`src/rtl/jam_pkg.sv`:
```
// Shared constants, state encoding and address helper for the JAM cost feeder.
// The table is 8x8 row-major, so a worker/job pair maps to one flat cell index.
package jam_pkg;

    localparam int N        = 8;
    localparam int COST_W   = 7;
    localparam int SUM_W    = 10;
    localparam int ADDR_W   = $clog2(N * N);
    localparam logic [SUM_W-1:0] MAX_COST = 10'd1023;

    typedef logic [1:0] state_t;

    localparam state_t ST_LOAD   = 2'd0;
    localparam state_t ST_START  = 2'd1;
    localparam state_t ST_RUN    = 2'd2;
    localparam state_t ST_RESULT = 2'd3;

    function automatic logic [ADDR_W-1:0] cell_addr(input logic [2:0] w, input logic [2:0] j);
        return ADDR_W'(ADDR_W'(w) * ADDR_W'(N) + ADDR_W'(j));
    endfunction

endpackage

```
`src/rtl/jam_cost_table.sv`:
```
// N*N cost storage: one synchronous write port, one combinational read port on (W, J).
// Contents are deliberately not reset; they are defined only after a full load.
module jam_cost_table
    import jam_pkg::*;
(
    input  logic              CLK,
    input  logic              we,
    input  logic [ADDR_W-1:0] waddr,
    input  logic [COST_W-1:0] wdata,
    input  logic [2:0]        W,
    input  logic [2:0]        J,
    output logic [COST_W-1:0] Cost
);

    logic [COST_W-1:0] mem_r [N*N];

    // Store one host entry per accepted beat.
    always_ff @(posedge CLK) begin
        if (we) begin
            mem_r[waddr] <= wdata;
        end
    end

    assign Cost = mem_r[cell_addr(W, J)];

endmodule

```
`src/rtl/jam_cost_feeder.sv`:
```
// Host front end for the JAM solver: loads the cost table, sequences solver reset,
// serves Cost lookups, and returns MinCost/MatchCount (or a watchdog abort) to the host.
module jam_cost_feeder
    import jam_pkg::*;
#(
    parameter int TIMEOUT = 2_000_000
)
(
    input  logic              CLK,
    input  logic              RST,
    input  logic              in_valid,
    output logic              in_ready,
    input  logic [COST_W-1:0] in_data,
    output logic              jam_rst,
    input  logic [2:0]        W,
    input  logic [2:0]        J,
    output logic [COST_W-1:0] Cost,
    input  logic [SUM_W-1:0]  jam_min_cost,
    input  logic [3:0]        jam_match_count,
    input  logic              jam_valid,
    output logic              res_valid,
    input  logic              res_ready,
    output logic [SUM_W-1:0]  res_min_cost,
    output logic [3:0]        res_match_count,
    output logic              timeout_err
);

    localparam int RUN_W = $clog2(TIMEOUT + 1);
    localparam logic [RUN_W-1:0]  RUN_LAST  = RUN_W'(TIMEOUT - 1);
    localparam logic [ADDR_W-1:0] LOAD_LAST = ADDR_W'(N * N - 1);

    state_t              state_r;
    state_t              state_next_s;
    logic [ADDR_W-1:0]   load_cnt_r;
    logic                start_cnt_r;
    logic [RUN_W-1:0]    run_cnt_r;
    logic                jam_rst_r;
    logic                res_valid_r;
    logic [SUM_W-1:0]    res_min_cost_r;
    logic [3:0]          res_match_count_r;
    logic                timeout_err_r;
    logic                in_ready_s;
    logic                accept_s;
    logic                load_last_s;
    logic                run_last_s;

    assign in_ready_s  = (state_r == ST_LOAD);
    assign accept_s    = in_valid & in_ready_s;
    assign load_last_s = (load_cnt_r == LOAD_LAST);
    assign run_last_s  = (run_cnt_r == RUN_LAST);

    jam_cost_table u_table (
        .CLK   (CLK),
        .we    (accept_s),
        .waddr (load_cnt_r),
        .wdata (in_data),
        .W     (W),
        .J     (J),
        .Cost  (Cost)
    );

    // Next-state selection; solver Valid takes priority over the watchdog.
    always_comb begin
        state_next_s = state_r;
        case (state_r)
            ST_LOAD: begin
                if (accept_s && load_last_s) begin
                    state_next_s = ST_START;
                end else begin
                    state_next_s = ST_LOAD;
                end
            end
            ST_START: begin
                if (start_cnt_r) begin
                    state_next_s = ST_RUN;
                end else begin
                    state_next_s = ST_START;
                end
            end
            ST_RUN: begin
                if (jam_valid || run_last_s) begin
                    state_next_s = ST_RESULT;
                end else begin
                    state_next_s = ST_RUN;
                end
            end
            ST_RESULT: begin
                if (res_valid_r && res_ready) begin
                    state_next_s = ST_LOAD;
                end else begin
                    state_next_s = ST_RESULT;
                end
            end
            default: begin
                state_next_s = ST_LOAD;
            end
        endcase
    end

    // FSM, counters and captured result; RST aborts any phase on the next edge.
    always_ff @(posedge CLK) begin
        if (RST) begin
            state_r           <= ST_LOAD;
            load_cnt_r        <= '0;
            start_cnt_r       <= 1'b0;
            run_cnt_r         <= '0;
            jam_rst_r         <= 1'b1;
            res_valid_r       <= 1'b0;
            res_min_cost_r    <= '0;
            res_match_count_r <= 4'd0;
            timeout_err_r     <= 1'b0;
        end else begin
            state_r   <= state_next_s;
            // Solver runs only while RUN is the upcoming state, so it is frozen in RESULT.
            jam_rst_r <= (state_next_s != ST_RUN);
            case (state_r)
                ST_LOAD: begin
                    start_cnt_r <= 1'b0;
                    if (accept_s) begin
                        if (load_last_s) begin
                            load_cnt_r <= '0;
                        end else begin
                            load_cnt_r <= load_cnt_r + ADDR_W'(1);
                        end
                    end
                end
                ST_START: begin
                    start_cnt_r <= ~start_cnt_r;
                end
                ST_RUN: begin
                    start_cnt_r <= 1'b0;
                    run_cnt_r   <= run_cnt_r + RUN_W'(1);
                    if (jam_valid) begin
                        res_valid_r       <= 1'b1;
                        res_min_cost_r    <= jam_min_cost;
                        res_match_count_r <= jam_match_count;
                        timeout_err_r     <= 1'b0;
                    end else if (run_last_s) begin
                        res_valid_r       <= 1'b1;
                        res_min_cost_r    <= MAX_COST;
                        res_match_count_r <= 4'd0;
                        timeout_err_r     <= 1'b1;
                    end
                end
                ST_RESULT: begin
                    start_cnt_r <= 1'b0;
                    if (res_valid_r && res_ready) begin
                        res_valid_r <= 1'b0;
                        run_cnt_r   <= '0;
                    end
                end
                default: begin
                    start_cnt_r <= 1'b0;
                end
            endcase
        end
    end

    assign in_ready        = in_ready_s;
    assign jam_rst         = jam_rst_r;
    assign res_valid       = res_valid_r;
    assign res_min_cost    = res_min_cost_r;
    assign res_match_count = res_match_count_r;
    assign timeout_err     = timeout_err_r;

endmodule
```
`config.mk`:
```
export PLATFORM = sky130hd
export DESIGN_NAME = jam_cost_feeder
export DESIGN_NICKNAME = d
export VERILOG_FILES = /design/src/rtl/jam_pkg.sv /design/src/rtl/jam_cost_table.sv /design/src/rtl/jam_cost_feeder.sv
export SDC_FILE = /design/constraint.sdc
export NUM_CORES = 1
export LEC_CHECK = 0
export CAP_MARGIN = 20
export CORE_AREA = 2 2 240 242
export DETAILED_ROUTE_END_ITERATION = 10
export DIE_AREA = 0 0 242 244
export GPL_TIMING_DRIVEN = 0
export PLACE_DENSITY = 0.53
export SYNTH_ARGS = -nofsm -noshare
export SYNTH_HDL_FRONTEND = slang
export SYNTH_SLANG_ARGS = --single-unit
```
`constraint.sdc`:
```
create_clock -name CLK -period 2.6 [get_ports CLK]
set_input_delay 0.52 -clock CLK [delete_from_list [all_inputs] [get_ports CLK]]
set_output_delay 0.52 -clock CLK [all_outputs]
set_load 0.05 [all_outputs]
```
==> impl_metrics.xml, run 1 <==
<?xml version="1.0" encoding="UTF-8"?>
<metrics>
  <group name="power_and_ir_drop">
    <metric name="powerDensity" unit="nW/um^2">716</metric>
    <metric name="vdd_ir_drop_max" unit="uV">513</metric>
    <metric name="total_leakage_power" unit="uW">0.00736</metric>
  </group>
  <group name="detailed_routing">
    <metric name="drt.antenna.violating_nets" unit="">0</metric>
    <metric name="post_drt_wl_per_cell" unit="microns">25.8</metric>
    <metric name="detailedRoute.firstIterationViolations" unit="">944</metric>
    <metric name="routed_wl" unit="microns">51700</metric>
    <metric name="firstDrtPassIters" unit="">5</metric>
    <metric name="viasPerCell" unit="">5.30</metric>
    <metric name="vias" unit="">10613</metric>
    <metric name="drcViolationCount" unit="">0</metric>
  </group>
  <group name="cells_and_area">
    <metric name="layout-drive-gt1-share" unit="%">31.2</metric>
    <metric name="antenna-diode-count" unit="">0</metric>
    <metric name="n_fill_cell" unit="">5051</metric>
    <metric name="layout.cells.most_common" unit="">sky130_fd_sc_hd__edfxtp_1</metric>
    <metric name="area_delta_synth_final" unit="%">21.8</metric>
    <metric name="final_cell_mix" unit="">sky130_fd_sc_hd__edfxtp_1 (448), sky130_fd_sc_hd__mux4_2 (103), sky130_fd_sc_hd__nor2_1 (85), sky130_fd_sc_hd__clkbuf_16 (54), sky130_fd_sc_hd__dfxtp_1 (47)</metric>
    <metric name="final_nets" unit="">1237</metric>
  </group>
  <group name="timing">
    <metric name="timing.setup.tns" unit="ns">-2.42</metric>
    <metric name="setup_viols_final" unit="">7</metric>
    <metric name="timing.final.ws_setup" unit="ns">-0.407</metric>
    <metric name="layout_min_cycle_time" unit="ns">3.01</metric>
    <metric name="hold_violations" unit="">0</metric>
    <metric name="slew_headroom" unit="%">46.9</metric>
    <metric name="worst_slew_pin_slew" unit="ns">0.793</metric>
    <metric name="timing.clock.skew" unit="ns">0.0107</metric>
    <metric name="min_period_over_period" unit="%">116</metric>
    <metric name="hold_ws" unit="ns">0.333</metric>
    <metric name="rsz0062_at_grt" unit="">yes</metric>
    <metric name="finalMaxSlewViolations" unit="">0</metric>
    <metric name="max_freq" unit="GHz">0.333</metric>
  </group>
  <group name="run_status">
    <metric name="outcome" unit="">finished with violations</metric>
    <metric name="violations" unit="">negative setup slack</metric>
  </group>
  <group name="grt">
    <metric name="maximum_number_of_pins_on_one_net_before_global_route_repair" unit="">52</metric>
    <metric name="grt.overflow.total" unit="">0</metric>
    <metric name="grt_pass1_wl" unit="microns">73900</metric>
    <metric name="initial_antenna_violation_count" unit="">1</metric>
    <metric name="via_count_of_the_first_global_routing_pass" unit="">10501</metric>
    <metric name="grt_usage" unit="%">17.3</metric>
  </group>
  <group name="clocking">
    <metric name="cts_num_sinks" unit="">495</metric>
    <metric name="cts_buffer_depth" unit="">3</metric>
    <metric name="tritoncts" unit="">done</metric>
    <metric name="numCtsBuffers" unit="">51</metric>
    <metric name="clock-root-buffer" unit="">sky130_fd_sc_hd__clkbuf_16</metric>
    <metric name="clk_latency" unit="ns">0.59</metric>
    <metric name="clock_tree.htree_level_count" unit="">2</metric>
    <metric name="cts_hold_fix_bufs" unit="">0</metric>
    <metric name="clk_pin_slew_worst_paths" unit="ns">0.06</metric>
  </group>
  <group name="synthesis">
    <metric name="synth_nets" unit="">1102</metric>
    <metric name="synth.lib_cells_used.distinct" unit="">59</metric>
    <metric name="gate_count_of_the_mapped_netlist" unit="">1068</metric>
    <metric name="synthesis.area" unit="sq um">19600</metric>
    <metric name="ys_seq_elements" unit="">495</metric>
    <metric name="synth_ff_type" unit="">sky130_fd_sc_hd__edfxtp_1</metric>
    <metric name="portion_of_the_post_synthesis_area_used_by_sequential_elements" unit="%">73.5</metric>
    <metric name="yosys_synthesis_warning_count" unit="">0</metric>
    <metric name="number_of_enable_type_register_cells_in_the_synthesized_netlist" unit="">448</metric>
    <metric name="synth_area_per_cell" unit="sq um">18.3</metric>
    <metric name="ys_async_sr_fraction" unit="%">0</metric>
  </group>
  <group name="worst_setup_path">
    <metric name="required" unit="ns">2.08</metric>
    <metric name="timing_worst_setup_path_type" unit="">reg2out</metric>
    <metric name="startpoint_type" unit="">flop</metric>
    <metric name="worstSetupEndpointType" unit="">primary output</metric>
    <metric name="critPathMaxFanout" unit="">1</metric>
    <metric name="timing.critical_path.arrival" unit="ns">2.49</metric>
  </group>
  <group name="floorplan">
    <metric name="die_width" unit="microns">242</metric>
    <metric name="ioPinCount" unit="">57</metric>
    <metric name="design.die.area" unit="sq um">59000</metric>
    <metric name="number_of_core_rows" unit="">87</metric>
    <metric name="die-height" unit="microns">244</metric>
    <metric name="start_util" unit="%">34.9</metric>
    <metric name="placeableCoreArea" unit="sq um">56200</metric>
  </group>
  <group name="worst_hold_path">
    <metric name="min_path_type" unit="">in2reg</metric>
  </group>
  <group name="placement">
    <metric name="place.gp.congestion" unit="">0.783</metric>
    <metric name="place_hpwl" unit="microns">33100</metric>
    <metric name="io_buffer_count" unit="">51</metric>
  </group>
  <group name="run">
    <metric name="max-cap-violations" unit="">0</metric>
  </group>
</metrics>
[repair_timing]
| action | CTS | global route |
|---|---|---|
| resized for setup | 210 | 54 |
| pin swaps | 8 | 6 |
| endpoints found under the hold margin | 0 | 0 |
| buffers inserted | 17 | 7 |
| setup endpoints to repair | 373 | 167 |
| cloned | 1 | 1 |
[layer usage]
metal,GRT usage [%],routed length (microns),up-vias
li1,-,-,4565
met1,24.6,22600,5584
met2,26.4,23600,379
met3,3.61,3830,83
met4,6.72,1560,2
met5,0,13,-
[path summary, 6_finish.rpt]
path	start	end	slack, ns	depth (start not counted)
hold / removal	RST	res_min_cost[9]	0.33	2
hold reg to reg	start_cnt_r	start_cnt_r	0.46	1
setup reg to reg	load_cnt_r[2]	u_table.mem_r[18][2]	0.07	4
setup / recovery	u_table.mem_r[1][3]	Cost[3]	-0.41	5
[synthesized netlist by cell type, drive strengths merged, types with 2 or more instances]
cell | count | area, sq um
mux2i | 17 | 170
and4 | 3 | 26.3
inv | 7 | 26.3
mux4 | 111 | 2570
and2 | 3 | 18.8
dfxtp | 47 | 941
xnor2 | 13 | 114
a211oi | 11 | 82.6
nand3b | 10 | 75.1
or4b | 2 | 20.0
o22ai | 20 | 125
nor4 | 6 | 37.5
a21oi | 13 | 65.1
nor2b | 7 | 43.8
a22oi | 5 | 37.5
nor3 | 31 | 160
nand4 | 7 | 43.8
nand3 | 10 | 50.1
or3 | 7 | 43.8
clkbuf | 29 | 126
nand2b | 3 | 18.8
xor2 | 4 | 35.0
or3b | 4 | 35.0
buf | 31 | 238
mux2 | 5 | 56.3
nand4b | 4 | 35.0
ha | 2 | 25.0
nand2 | 20 | 75.1
nor2 | 142 | 533
or2 | 2 | 12.5
edfxtp | 448 | 13500
and3 | 3 | 18.8
o31ai | 6 | 45.0
o21ai | 20 | 100
[worst max-delay path: stages, from the launching register on]
cell	delay (ns)
sky130_fd_sc_hd__edfxtp_1	0.37
sky130_fd_sc_hd__mux4_1	0.52
sky130_fd_sc_hd__mux4_2	0.56
sky130_fd_sc_hd__nor2_4	0.14
sky130_fd_sc_hd__o41ai_4	0.13
sky130_fd_sc_hd__buf_6	0.19
[where the power goes]
part	total (uW)	internal [uW]	switching (uW)
Sequential	8700	8690	8.35
Clock	7270	4290	2980
Combinational	1110	439	676
[sequential cells by signal (all words and copies together), names as in the netlist]
register and cells:
u_table.mem_r 448, run_cnt_r 21, res_min_cost 10, load_cnt_r 6
res_match_count 4, state_r 2, jam_rst 1, res_valid 1
start_cnt_r 1, timeout_err 1
[cell type report]
class	instances	area, sq um	share of cell area (%)
clock inverters	34	304	1.27
plain buffers	57	567	2.38
flip-flops and latches	495	14400	60.3
clock buffers	61	1360	5.68
multi-input cells	505	5400	22.6
well taps	756	946	3.96
repair buffers	86	866	3.63
inverters	7	26.3	0.110
[cells by family after synthesis]
| family | synth area share, % |
|---|---|
| mux | 14.3 |
| flops | 73.5 |
| fa+ha+maj | 0.128 |
| xor+xnor | 0.760 |
| compound gates | 2.76 |
| buf+inv | 2.04 |
| simple gates | 6.57 |
[through the flow]
step | worst slack (ns) | std cells | cell area, sq um | power (uW) | utilization (%)
6_report | -0.407 | 2001 | 23900 | 17100 | 42.5
5_1_grt | -0.446 | 2001 | 23900 | 17600 | 42.5
4_1_cts | -0.454 | 1995 | 23600 | 17200 | 42.0
3_5_place_dp | -1.89 | 1884 | 21300 | 9830 | 37.9
3_3_place_gp | -1.90 | 1875 | 21100 | 9820 | 37.7
2_1_floorplan | -0.0804 | 1068 | 19700 | 9380 | -
Power figures use the tool's default switching activity.
==> run 2: changes to the inputs <==
- CTS_BUF_LIST: not set -> sky130_fd_sc_hd__clkbuf_4 sky130_fd_sc_hd__clkbuf_8
- SETUP_SLACK_MARGIN: not set -> 0.1
==> run 2 against run 1 <==
Compared with the run above: the run still ends with negative setup slack left; register-to-register slack improved by 0.13 ns; flip-flop and latch count stayed put; non-clock buffer count rose by 26; critical endpoint unchanged.
==> impl_metrics.xml, run 2 (synthesis results as in run 1) <==
<?xml version="1.0" encoding="UTF-8"?>
<metrics>
  <group name="cells_and_area">
    <metric name="top_register" unit="">u_table.mem_r</metric>
    <metric name="layout.cell_area.non_filler" unit="sq um">24200</metric>
    <metric name="final_cell_mix" unit="">sky130_fd_sc_hd__edfxtp_1 (448), sky130_fd_sc_hd__mux4_2 (106), sky130_fd_sc_hd__clkbuf_8 (89), sky130_fd_sc_hd__nor2_1 (77), sky130_fd_sc_hd__dfxtp_1 (47)</metric>
    <metric name="largest_register_ffs" unit="">448</metric>
    <metric name="n_fill_cell" unit="">4973</metric>
    <metric name="final_nets" unit="">1294</metric>
    <metric name="layout-drive-gt1-share" unit="%">37.4</metric>
    <metric name="final_cell_count_no_fill" unit="">2074</metric>
    <metric name="area_delta_synth_final" unit="%">23.6</metric>
    <metric name="layout.cells.most_common" unit="">sky130_fd_sc_hd__edfxtp_1</metric>
  </group>
  <group name="timing">
    <metric name="setup_viols_final" unit="">7</metric>
    <metric name="hold_violations" unit="">0</metric>
    <metric name="max_freq" unit="GHz">0.330</metric>
    <metric name="rsz0062_at_grt" unit="">yes</metric>
    <metric name="slew_headroom" unit="%">52.6</metric>
    <metric name="layout_min_cycle_time" unit="ns">3.03</metric>
    <metric name="timing.clock.skew" unit="ns">0.0211</metric>
    <metric name="timing.final.ws_setup" unit="ns">-0.429</metric>
    <metric name="worst_slew_pin_slew" unit="ns">0.710</metric>
    <metric name="finalMaxSlewViolations" unit="">0</metric>
    <metric name="min_period_over_period" unit="%">117</metric>
  </group>
  <group name="detailed_routing">
    <metric name="detailedRoute.firstIterationViolations" unit="">961</metric>
    <metric name="routed_wl" unit="microns">49800</metric>
    <metric name="viasPerCell" unit="">5.18</metric>
    <metric name="drt.antenna.violating_nets" unit="">0</metric>
    <metric name="vias" unit="">10753</metric>
    <metric name="firstDrtPassIters" unit="">5</metric>
    <metric name="post_drt_wl_per_cell" unit="microns">24.0</metric>
    <metric name="drcViolationCount" unit="">0</metric>
  </group>
  <group name="worst_setup_path">
    <metric name="startpoint_type" unit="">flop</metric>
    <metric name="timing.critical_path.arrival" unit="ns">2.51</metric>
    <metric name="critPathMaxFanout" unit="">1</metric>
    <metric name="required" unit="ns">2.08</metric>
    <metric name="worstSetupEndpointType" unit="">primary output</metric>
    <metric name="timing_worst_setup_path_type" unit="">reg2out</metric>
  </group>
  <group name="run">
    <metric name="max-cap-violations" unit="">0</metric>
  </group>
  <group name="clocking">
    <metric name="clock-root-buffer" unit="">sky130_fd_sc_hd__clkbuf_8</metric>
    <metric name="cts_num_sinks" unit="">495</metric>
    <metric name="cts_buffer_depth" unit="">3</metric>
    <metric name="tritoncts" unit="">done</metric>
    <metric name="clk_latency" unit="ns">0.64</metric>
    <metric name="clk_pin_slew_worst_paths" unit="ns">0.06</metric>
    <metric name="clock_tree.htree_level_count" unit="">3</metric>
    <metric name="numCtsBuffers" unit="">82</metric>
  </group>
  <group name="power_and_ir_drop">
    <metric name="vdd_ir_drop_max" unit="uV">329</metric>
    <metric name="total_leakage_power" unit="uW">0.00757</metric>
    <metric name="powerDensity" unit="nW/um^2">685</metric>
  </group>
  <group name="floorplan">
    <metric name="die-height" unit="microns">244</metric>
    <metric name="number_of_core_rows" unit="">87</metric>
    <metric name="design.die.area" unit="sq um">59000</metric>
    <metric name="die_width" unit="microns">242</metric>
    <metric name="ioPinCount" unit="">57</metric>
    <metric name="start_util" unit="%">34.9</metric>
    <metric name="placeableCoreArea" unit="sq um">56200</metric>
  </group>
  <group name="grt">
    <metric name="grt_usage" unit="%">17.0</metric>
    <metric name="met1_usage" unit="%">24.2</metric>
    <metric name="via_count_of_the_first_global_routing_pass" unit="">11029</metric>
    <metric name="maximum_number_of_pins_on_one_net_before_global_route_repair" unit="">59</metric>
    <metric name="use_met2" unit="%">25.8</metric>
    <metric name="use_met3" unit="%">3.97</metric>
    <metric name="grt.overflow.total" unit="">0</metric>
    <metric name="grt_pass1_wl" unit="microns">73300</metric>
    <metric name="layer_carrying_the_most_global_route_usage" unit="">met2</metric>
    <metric name="initial_antenna_violation_count" unit="">1</metric>
  </group>
  <group name="placement">
    <metric name="place_area" unit="sq um">21300</metric>
    <metric name="place_hpwl" unit="microns">32400</metric>
    <metric name="place_inst" unit="">1884</metric>
    <metric name="io_buffer_count" unit="">51</metric>
    <metric name="place.gp.congestion" unit="">0.791</metric>
    <metric name="worst_setup_slack_after_placement" unit="ns">-1.87</metric>
  </group>
  <group name="run_status">
    <metric name="outcome" unit="">finished with violations</metric>
    <metric name="violations" unit="">negative setup slack</metric>
  </group>
  <group name="worst_hold_path">
    <metric name="min_path_type" unit="">in2reg</metric>
  </group>
</metrics>
run 2: cell types whose count changed in the layout (fill, tap and decap cells not counted), sizes merged:
cell / previous run / this run
buf: 77 / 103
bufinv: 6 / 3
clkdlybuf4s50: 34 / 33
clkbuf: 91 / 144
clkdlybuf4s15: 0 / 1
dlymetal6s2s: 0 / 1
clkinv: 25 / 20
diode: 0 / 1
run 2: critical path, stage by stage (launching register included):
cell and delay [ns]:
sky130_fd_sc_hd__edfxtp_1 0.37, sky130_fd_sc_hd__mux4_2 0.53, sky130_fd_sc_hd__mux4_2 0.55, sky130_fd_sc_hd__nor2_4 0.13, sky130_fd_sc_hd__o41ai_4 0.12, sky130_fd_sc_hd__buf_6 0.18
run 2: final timing paths:
check / from / end / slack (ns) / cells after the start
worst min register to register: start_cnt_r / start_cnt_r / 0.45 / 1
worst min-delay path: in_data[3] / u_table.mem_r[2][3] / 0.22 / 1
worst max-delay path: u_table.mem_r[7][3] / Cost[3] / -0.43 / 5
worst max register to register: load_cnt_r[2] / u_table.mem_r[34][1] / 0.20 / 5
run 2: power by group:
| group | total [uW] | internal [uW] | switching [uW] | leakage (uW) |
|---|---|---|---|---|
| clock | 6760 | 3770 | 2990 | 0.000840 |
| combinational | 1130 | 461 | 672 | 0.00232 |
| sequential | 8700 | 8690 | 8.57 | 0.00441 |
| total | 16600 | 12900 | 3670 | 0.00757 |
run 2: area by class of cell:
cell class	instances	area [sq um]	area share, %
Multi-Input combinational cell	505	5540	22.9
Inverter	7	26.3	0.109
Tap cell	756	946	3.91
Buffer	61	558	2.30
Clock buffer	115	1410	5.81
Clock inverter	26	194	0.801
Timing Repair Buffer	108	1150	4.74
Sequential cell	495	14400	59.4
Antenna cell	1	2.50	0.0103
run 2: stage by stage:
stage               power, uW  setup TNS, ns  utilization (%)  hold slack, ns
finish                  16600          -2.16             43.1           0.217
global route            17200          -2.48             43.1           0.178
global placement         9810        -504.73             37.7           0.437
detailed placement       9820        -267.33             38.0           0.440
CTS                     16800          -2.34             42.6           0.151
floorplan                9390              0                -           0.419
run 2: routing by layer:
layer	vias to the layer above	routed length, microns
met5	-	0
met4	0	1450
met3	105	3080
met2	385	22600
met1	5575	22600
li1	4688	-
run 2: what timing repair did:
| action | 4_1_cts | 5_1_grt |
|---|---|---|
| hold buffers | 0 | 0 |
| pin swaps | 29 | 19 |
| gates resized for setup | 250 | 44 |
| gates cloned | 1 | 0 |
| buffers inserted | 34 | 13 |
| setup endpoints to repair | 410 | 192 |
